--- src/rtl/mips_multi_ctrl_if.sv ---
// ============================================================================
// Module      : mips_multi_ctrl_if
// Description : Control bus between the multicycle MIPS controller and datapath.
// Revision    : 1.0 - initial release
// ============================================================================
`default_nettype none

interface mips_multi_ctrl_if;
    logic [5:0] op;
    logic [5:0] funct;
    logic       zero;
    logic       memwrite;
    logic       iord;
    logic       irwrite;
    logic       regdst;
    logic       memtoreg;
    logic       regwrite;
    logic       alusrca;
    logic [1:0] alusrcb;
    logic [1:0] pcsrc;
    logic [2:0] alucontrol;
    logic       pcen;

    // Controller side: consumes instruction fields and flags, drives controls.
    modport master (
        input  op, funct, zero,
        output memwrite, iord, irwrite, regdst, memtoreg, regwrite,
               alusrca, alusrcb, pcsrc, alucontrol, pcen
    );

    modport slave (
        output op, funct, zero,
        input  memwrite, iord, irwrite, regdst, memtoreg, regwrite,
               alusrca, alusrcb, pcsrc, alucontrol, pcen
    );
endinterface

`default_nettype wire

--- src/rtl/mips_multi_ctrl.sv ---
// ============================================================================
// Module      : mips_multi_ctrl
// Description : Multicycle MIPS main control FSM, ALU decoder and PC enable.
//               Define MIPS_BNE_EN to add the bne execute state.
// Revision    : 1.0 - initial release
// ============================================================================
`default_nettype none

module mips_multi_ctrl (
    input  wire                       clk,
    input  wire                       reset,
    mips_multi_ctrl_if.master         bus
);

    typedef enum logic [3:0] {
        FETCH   = 4'd0,
        DECODE  = 4'd1,
        MEMADR  = 4'd2,
        MEMRD   = 4'd3,
        MEMWB   = 4'd4,
        MEMWR   = 4'd5,
        RTYPEEX = 4'd6,
        RTYPEWB = 4'd7,
        BEQEX   = 4'd8,
        ADDIEX  = 4'd9,
        ADDIWB  = 4'd10,
        JEX     = 4'd11
`ifdef MIPS_BNE_EN
        , BNEEX = 4'd12
`endif
    } state_t;

    localparam logic [5:0] c_OP_LW    = 6'b100011;
    localparam logic [5:0] c_OP_SW    = 6'b101011;
    localparam logic [5:0] c_OP_RTYPE = 6'b000000;
    localparam logic [5:0] c_OP_BEQ   = 6'b000100;
    localparam logic [5:0] c_OP_ADDI  = 6'b001000;
    localparam logic [5:0] c_OP_J     = 6'b000010;
`ifdef MIPS_BNE_EN
    localparam logic [5:0] c_OP_BNE   = 6'b000101;
`endif

    state_t     r_state;
    state_t     w_next;
    logic [1:0] w_aluop;
    logic       w_pcwrite;
    logic       w_branch;
`ifdef MIPS_BNE_EN
    logic       w_branchne;
`endif

    always_ff @(posedge clk or negedge reset) begin
        if (!reset) r_state <= FETCH;
        else        r_state <= w_next;
    end

    always_comb begin
        w_next = FETCH;
        case (r_state)
            FETCH:   w_next = DECODE;
            DECODE: begin
                case (bus.op)
                    c_OP_LW, c_OP_SW: w_next = MEMADR;
                    c_OP_RTYPE:       w_next = RTYPEEX;
                    c_OP_BEQ:         w_next = BEQEX;
                    c_OP_ADDI:        w_next = ADDIEX;
                    c_OP_J:           w_next = JEX;
`ifdef MIPS_BNE_EN
                    c_OP_BNE:         w_next = BNEEX;
`endif
                    default:          w_next = FETCH;
                endcase
            end
            MEMADR:  w_next = (bus.op == c_OP_LW) ? MEMRD : MEMWR;
            MEMRD:   w_next = MEMWB;
            RTYPEEX: w_next = RTYPEWB;
            ADDIEX:  w_next = ADDIWB;
            default: w_next = FETCH;
        endcase
    end

    // Moore decode: every control except pcen depends on state alone.
    always_comb begin
        bus.memwrite = 1'b0;
        bus.iord     = 1'b0;
        bus.irwrite  = 1'b0;
        bus.regdst   = 1'b0;
        bus.memtoreg = 1'b0;
        bus.regwrite = 1'b0;
        bus.alusrca  = 1'b0;
        bus.alusrcb  = 2'b00;
        bus.pcsrc    = 2'b00;
        w_aluop      = 2'b00;
        w_pcwrite    = 1'b0;
        w_branch     = 1'b0;
`ifdef MIPS_BNE_EN
        w_branchne   = 1'b0;
`endif
        case (r_state)
            FETCH: begin
                bus.alusrcb = 2'b01;
                bus.irwrite = 1'b1;
                w_pcwrite   = 1'b1;
            end
            DECODE:  bus.alusrcb = 2'b11;
            MEMADR: begin
                bus.alusrca = 1'b1;
                bus.alusrcb = 2'b10;
            end
            MEMRD:   bus.iord = 1'b1;
            MEMWB: begin
                bus.memtoreg = 1'b1;
                bus.regwrite = 1'b1;
            end
            MEMWR: begin
                bus.iord     = 1'b1;
                bus.memwrite = 1'b1;
            end
            RTYPEEX: begin
                bus.alusrca = 1'b1;
                w_aluop     = 2'b10;
            end
            RTYPEWB: begin
                bus.regdst   = 1'b1;
                bus.regwrite = 1'b1;
            end
            BEQEX: begin
                bus.alusrca = 1'b1;
                w_aluop     = 2'b01;
                bus.pcsrc   = 2'b01;
                w_branch    = 1'b1;
            end
            ADDIEX: begin
                bus.alusrca = 1'b1;
                bus.alusrcb = 2'b10;
            end
            ADDIWB:  bus.regwrite = 1'b1;
            JEX: begin
                bus.pcsrc = 2'b10;
                w_pcwrite = 1'b1;
            end
`ifdef MIPS_BNE_EN
            BNEEX: begin
                bus.alusrca = 1'b1;
                w_aluop     = 2'b01;
                bus.pcsrc   = 2'b01;
                w_branchne  = 1'b1;
            end
`endif
            default: ;
        endcase
    end

    always_comb begin
        bus.alucontrol = 3'b010;
        case (w_aluop)
            2'b01:   bus.alucontrol = 3'b110;
            2'b10: begin
                case (bus.funct)
                    6'b100010: bus.alucontrol = 3'b110;
                    6'b100100: bus.alucontrol = 3'b000;
                    6'b100101: bus.alucontrol = 3'b001;
                    6'b101010: bus.alucontrol = 3'b111;
                    default:   bus.alucontrol = 3'b010;
                endcase
            end
            default: bus.alucontrol = 3'b010;
        endcase
    end

`ifdef MIPS_BNE_EN
    assign bus.pcen = w_pcwrite | (w_branch & bus.zero) | (w_branchne & ~bus.zero);
`else
    assign bus.pcen = w_pcwrite | (w_branch & bus.zero);
`endif

endmodule

`default_nettype wire
--- src/flat_wrapper.sv ---
// flat-port wrapper written by rule: the top's interface ports become plain ports
module mips_multi_ctrl_flat 
  (clk, reset, bus_op, bus_funct, bus_zero, bus_memwrite, bus_iord, bus_irwrite, bus_regdst, bus_memtoreg, bus_regwrite, bus_alusrca, bus_alusrcb, bus_pcsrc, bus_alucontrol, bus_pcen);
  mips_multi_ctrl_if bus_i ();
  input  wire clk;
  input  wire reset;
  input wire logic [$bits(bus_i.op)-1:0] bus_op;
  input wire logic [$bits(bus_i.funct)-1:0] bus_funct;
  input wire logic [$bits(bus_i.zero)-1:0] bus_zero;
  output wire logic [$bits(bus_i.memwrite)-1:0] bus_memwrite;
  output wire logic [$bits(bus_i.iord)-1:0] bus_iord;
  output wire logic [$bits(bus_i.irwrite)-1:0] bus_irwrite;
  output wire logic [$bits(bus_i.regdst)-1:0] bus_regdst;
  output wire logic [$bits(bus_i.memtoreg)-1:0] bus_memtoreg;
  output wire logic [$bits(bus_i.regwrite)-1:0] bus_regwrite;
  output wire logic [$bits(bus_i.alusrca)-1:0] bus_alusrca;
  output wire logic [$bits(bus_i.alusrcb)-1:0] bus_alusrcb;
  output wire logic [$bits(bus_i.pcsrc)-1:0] bus_pcsrc;
  output wire logic [$bits(bus_i.alucontrol)-1:0] bus_alucontrol;
  output wire logic [$bits(bus_i.pcen)-1:0] bus_pcen;
  assign bus_i.op = bus_op;
  assign bus_i.funct = bus_funct;
  assign bus_i.zero = bus_zero;
  assign bus_memwrite = bus_i.memwrite;
  assign bus_iord = bus_i.iord;
  assign bus_irwrite = bus_i.irwrite;
  assign bus_regdst = bus_i.regdst;
  assign bus_memtoreg = bus_i.memtoreg;
  assign bus_regwrite = bus_i.regwrite;
  assign bus_alusrca = bus_i.alusrca;
  assign bus_alusrcb = bus_i.alusrcb;
  assign bus_pcsrc = bus_i.pcsrc;
  assign bus_alucontrol = bus_i.alucontrol;
  assign bus_pcen = bus_i.pcen;
  mips_multi_ctrl u_core (.clk(clk), .reset(reset), .bus(bus_i));
endmodule
--- config.mk ---
export PLATFORM = sky130hd
export DESIGN_NAME = mips_multi_ctrl_flat
export DESIGN_NICKNAME = d
export VERILOG_FILES = /design/src/rtl/mips_multi_ctrl_if.sv /design/src/rtl/mips_multi_ctrl.sv /design/src/flat_wrapper.sv
export SDC_FILE = /design/constraint.sdc
export NUM_CORES = 1
export LEC_CHECK = 0
export ABC_CLOCK_PERIOD_IN_PS = 3080
export CAP_MARGIN = 10
export CORE_MARGIN = 4
export CORE_UTILIZATION = 41
export DETAILED_ROUTE_END_ITERATION = 10
export PLACE_DENSITY = 0.83
export SLEW_MARGIN = 15
export SYNTH_ARGS = -nofsm -noshare
export SYNTH_HDL_FRONTEND = slang
export SYNTH_SLANG_ARGS = --single-unit
--- constraint.sdc ---
create_clock -name clk -period 3.08 [get_ports clk]
set_input_delay 0.462 -clock clk [delete_from_list [all_inputs] [get_ports clk]]
set_output_delay 0.462 -clock clk [all_outputs]
set_load 0.01 [all_outputs]
**Word-level counts from Yosys, hierarchy flattened**

Cells that the tools add are included.

- Register bits: 4
- Bits of input ports: 15
- Output and inout bits: 15
- Word-level logic and storage cells: 50

- Bitwise logic cells: 2
- Equal/unequal tests: 22
- Reduce and logical (&&, ||, !) cells: 8
- Multiplexer cells: 17

Operators with widths:

| cell | count |
|---|---|
| $eq A6 B6 Y1 const B | 6 |
| $pmux W4 S6 | 1 |
| $pmux W4 S5 | 1 |
| $eq A4 B3 Y1 const B | 4 |
| $eq A4 B4 Y1 const B | 4 |
| $pmux W3 S4 | 1 |
| $mux W1 | 9 |
| $eq A4 B2 Y1 const B | 2 |
| $pmux W2 S2 | 2 |
| $reduce_or A2 Y1 | 4 |
| $eq A6 B2 Y1 const B | 1 |
| $eq A6 B3 Y1 const B | 1 |
| $eq A6 B4 Y1 const B | 1 |
| $logic_not A6 Y1 | 1 |
| $pmux W2 S3 | 1 |
| $pmux W3 S2 | 1 |
| $eq A4 B1 Y1 const B | 1 |
| $logic_not A4 Y1 | 1 |
| $reduce_or A4 Y1 | 1 |
| $mux W3 | 1 |
| $reduce_or A3 Y1 | 1 |
| $eq A2 B1 Y1 const B | 1 |
| $eq A2 B2 Y1 const B | 1 |
| $and A1 B1 Y1 | 1 |
| $or A1 B1 Y1 | 1 |

**Longest topological paths before layout**

- Depth after elaboration: 4
- Depth in mapped cells: 7
- Gate-level depth less buffers: 6

**Worst setup path after synthesis**

No wires, ideal clock.

- Path type: register -> output
- From: reg u_core.r_state[1]
- To: out bus_alucontrol[1]
- Path slack: 1011 ps
- Required time: 2618 ps
- Arrival time: 1607 ps
- Buffers on the path: 2
- Cell stages (with the launch flop): 7
- Path through: dfrtp_1 > clkbuf_2 > buf_6 > nor3_1 > inv_1 > ha_1 > a211o_1

- Word-level cells in the longest chain between the ends: 4
- Elaborated cells between the ends (all ways): 6
- Classes of those cells: eq/ne: 4; mux: 2

RTL lines:

| item | line | text |
|---|---|---|
| start: declaration | mips_multi_ctrl.sv:43 | `state_t r_state;` |
| start signal: assignment | mips_multi_ctrl.sv:54 | `else r_state <= w_next;` |
| $eq A4 B4 Y1 / $eq A4 B3 Y1 (equally long branches) | mips_multi_ctrl.sv:99 | `case (r_state)` |
| $pmux W2 S2 (*) | mips_multi_ctrl.sv:99 |  |
| $eq A2 B2 Y1 / $eq A2 B1 Y1 (equally long branches) | mips_multi_ctrl.sv:156 | `case (w_aluop)` |
| $pmux W3 S2 (*) | mips_multi_ctrl.sv:156 |  |
| end: declaration | flat_wrapper.sv:19 | `output wire logic [$bits(bus_i.alucontrol)-1:0] bus_alucontrol;` |

Every way passes the cells marked *; elsewhere a longest branch is shown, timed or not.

**Worst setup path after layout**

- From: reg u_core.r_state[0]
- To: out bus_alucontrol[0]

The elaborated chain is that of the path after synthesis.

==> key figures <==
Synthesis
  – Biggest area consumer among synthesized cells: dfrtp_1
  – Synth Flop Type: dfrtp_1
  – Post-synthesis async set-or-reset flop share: 100%
  – Synth cell types: 32
  – Area contributors post-synth: dfrtp_1 (17%), nor3_1 (7.8%), ha_1 (6.5%)
  – Yosys warns: 0
  – Cell count after synthesis: 77
  – EDFF count, synth: 0
  – Mapped cell area: 576 sq um
  – Most frequent cells after synthesis: nor3_1 (9), nand2_1 (7), nor2_1 (6)
  – Yosys top cell area share: 17.4%
  – Post-synth net total: 95
  – Synth Register Bits: 4
  – Seq/Total Area, Yosys: 17.4%
  – Most frequent cell after synthesis: nor3_1
  – Syn Area/Cell: 7.47 sq um

Clock tree
  – CTS H-tree depth: 1
  – CTS Buf Count: 3
  – Maximum root-to-sink buffer count: 2
  – Clock slew at reported path FFs: 40 ps
  – Clock root cell: clkbuf_4
  – # clock sinks: 4
  – Post-CTS setup repair buffer count: 0
  – Post-CTS Resized: 0
  – CTS Hold Bufs: 0
  – Worst-Skew Late Latency: 230 ps
  – CTS tree: done

Worst setup path
  – Worst path required time: 2620 ps
  – Crit Path Class: register to output port
  – CP max-delay cell: clkdlybuf4s50_1
  – Worst path top cell family by delay: simple AND/OR/NAND/NOR gates
  – Critical path data arrival time: 2340 ps
  – Startpoint Class: register
  – Max stage delay on crit path: 570 ps
  – CP bufs+invs: 1
  – Worst path cell trace: nor2b_1 > nand3_1 > ha_1 > nor3_1 > clkdlybuf4s50_1
  – CP Capture Type: output port
  – CP Max Fanout: 15

Floorplan
  – # IOs: 30
  – Die Span Y: 45.5 microns
  – Row cnt: 13
  – Core area: 1320 sq um
  – Die Span X: 45.5 microns
  – DIE AREA: 2070 sq um
  – Starting Density: 43.7%

Global routing
  – GRT Overall Usage: 15.0%
  – Remaining global-route overflow: 0
  – Vias in the first global route: 527
  – First-pass GRT wire length: 2310 microns
  – Largest net degree at the start of global routing: 17
  – Initial antenna violation count: 0

Detailed routing
  – Metal1 wirelength: 687 microns
  – Starting DRT DRC Count: 4
  – Uppermost layer routed: met3
  – First drt pass iteration count: 4
  – Routed wire length: 1430 microns
  – Drc violations: 0
  – Post-DRT Antenna Nets: 0
  – Via density: 5.24
  – Via Count: 629
  – Met2 routed WL: 633 microns
  – WL per Instance: 11.9 microns
  – Met3 wire length: 105 microns

Power and ir drop
  – Leakage: 0.341 nW
  – Switching Share: 39.8%
  – Internal: 267 uW
  – Sequential Power Share: 25.1%
  – Power Dens Cells: 510 nW/um^2
  – VDD IR max: 0.358 mV
  – Switching power: 176 uW
  – Gate power share: 60.4%
  – Clock power frac: 14.4%

Layout
  – Largest regs: u_core.r_state: 4 flops
  – Layout cells sized above 1: 5.71%
  – Largest Register: u_core.r_state
  – # diodes: 0
  – Total Nets Final: 125
  – Max reg flops: 4
  – Finished Cell Area: 868 sq um
  – Synth-to-Final Area Change: 50.9%
  – Post-route insts no fill: 120

Timing
  – Final setup TNS: 0 ps
  – Max Transition Viols Final: 0
  – Worst slew pin tran: 479 ps
  – Fmax achieved: 358 MHz
  – RSZ-0062 raised after global routing: no
  – Slew Limit Headroom: 68.1%
  – Fin worst setup slack: 283 ps
  – Final hold violation count: 0
  – Final setup viols: 0
  – Min Tclk post-route: 2800 ps
  – Fin crit share: 90.8%
  – Skew final: 6.42 ps

Place
  – Dpl cell area: 846 sq um
  – DP Cell Count: 117
  – Pre-CTS WS: 532 ps
  – PortBufs: 29
  – RePlAce Congestion: 0.870
  – HPWL Detailed: 1170 microns

Job
  – Max Cap Viol: 0

Hold path
  – Class of the tightest hold or removal check: input pin to async pin

Run status
  – Result of the run: finished, final reports clean
[per-layer routing]
metal	track usage, %	vias up
li1	-	337
met1	20.7	272
met2	23.7	20
met3	5.53	0
met4	0	0
met5	0	-
[area by class of cell]
class,count,area [sq um]
Multi-Input combinational cell,64,414
Sequential cell,4,100
Timing Repair Buffer,30,298
Tap cell,15,18.8
Fill cell,101,449
Clock buffer,3,22.5
Inverter,4,15.0
[worst paths after layout]
check,from,end,slack [ps],cells after the start
hold reg to reg,u_core.r_state[3]$_DFF_PN0_,u_core.r_state[0]$_DFF_PN0_,620,1
setup / recovery,u_core.r_state[0]$_DFF_PN0_,bus_alucontrol[0],280,5
hold / removal,reset,u_core.r_state[1]$_DFF_PN0_,430,1
min in group clk,u_core.r_state[3]$_DFF_PN0_,u_core.r_state[0]$_DFF_PN0_,620,1
setup reg to reg,u_core.r_state[2]$_DFF_PN0_,u_core.r_state[2]$_DFF_PN0_,1520,3
max in group asynchronous,reset,u_core.r_state[3]$_DFF_PN0_,2480,1
[kinds of logic after synthesis]
logic type | Yosys count | share of synthesized area (%)
AO/OA/AOI/OAI | 15 | 19.1
adder cells (fa/ha/maj) | 3 | 6.52
XOR/XNOR | 4 | 6.09
multiplexers | 1 | 1.74
buffers and inverters | 9 | 10.7
flip-flops | 4 | 17.4
AND/OR/NAND/NOR | 41 | 38.5
[cells in the final DEF (no fill, tap or decap)]
master	n
clkdlybuf4s50_1	29
nor3_1	9
nand2_1	7
nor2_1	6
nand2b_1	5
inv_1	4
dfrtp_1	4
a21oi_1	3
nor3b_1	3
ha_1	3
clkbuf_4	3
nor2b_1	2
nand3_1	2
xor2_1	2
o21ai_0	2
and3_1	2
xnor2_1	2
a21o_1	2
o211ai_1	2
nor4_1	1
o2111ai_1	1
a211o_1	1
or4_4	1
or4_1	1
o32ai_1	1
a31oi_1	1
or3_1	1
a221oi_2	1
a22oi_1	1
mux2i_1	1
nand3b_1	1
buf_4	1
[power by group through the flow]
stage / Combinational (mW) / Sequential (mW) / Clock, mW
global placement: 0.267 / 0.110 / 0
floorplan: 0.187 / 0.0786 / 0
finish: 0.268 / 0.111 / 0.0640
global route: 0.293 / 0.115 / 0.0734
detailed placement: 0.269 / 0.111 / 0
CTS: 0.270 / 0.110 / 0.0677
[per-stage QoR]
| step | power (mW) | hold slack [ps] | util, % |
|---|---|---|---|
| 6_report | 0.443 | 428 | 65.9 |
| 5_1_grt | 0.482 | 441 | 65.9 |
| 4_1_cts | 0.447 | 424 | 65.9 |
| 3_5_place_dp | 0.380 | 617 | 64.2 |
| 3_3_place_gp | 0.376 | 609 | 64.2 |
| 2_1_floorplan | 0.266 | 166 | - |
No activity file was read; power rests on OpenSTA's default activity.
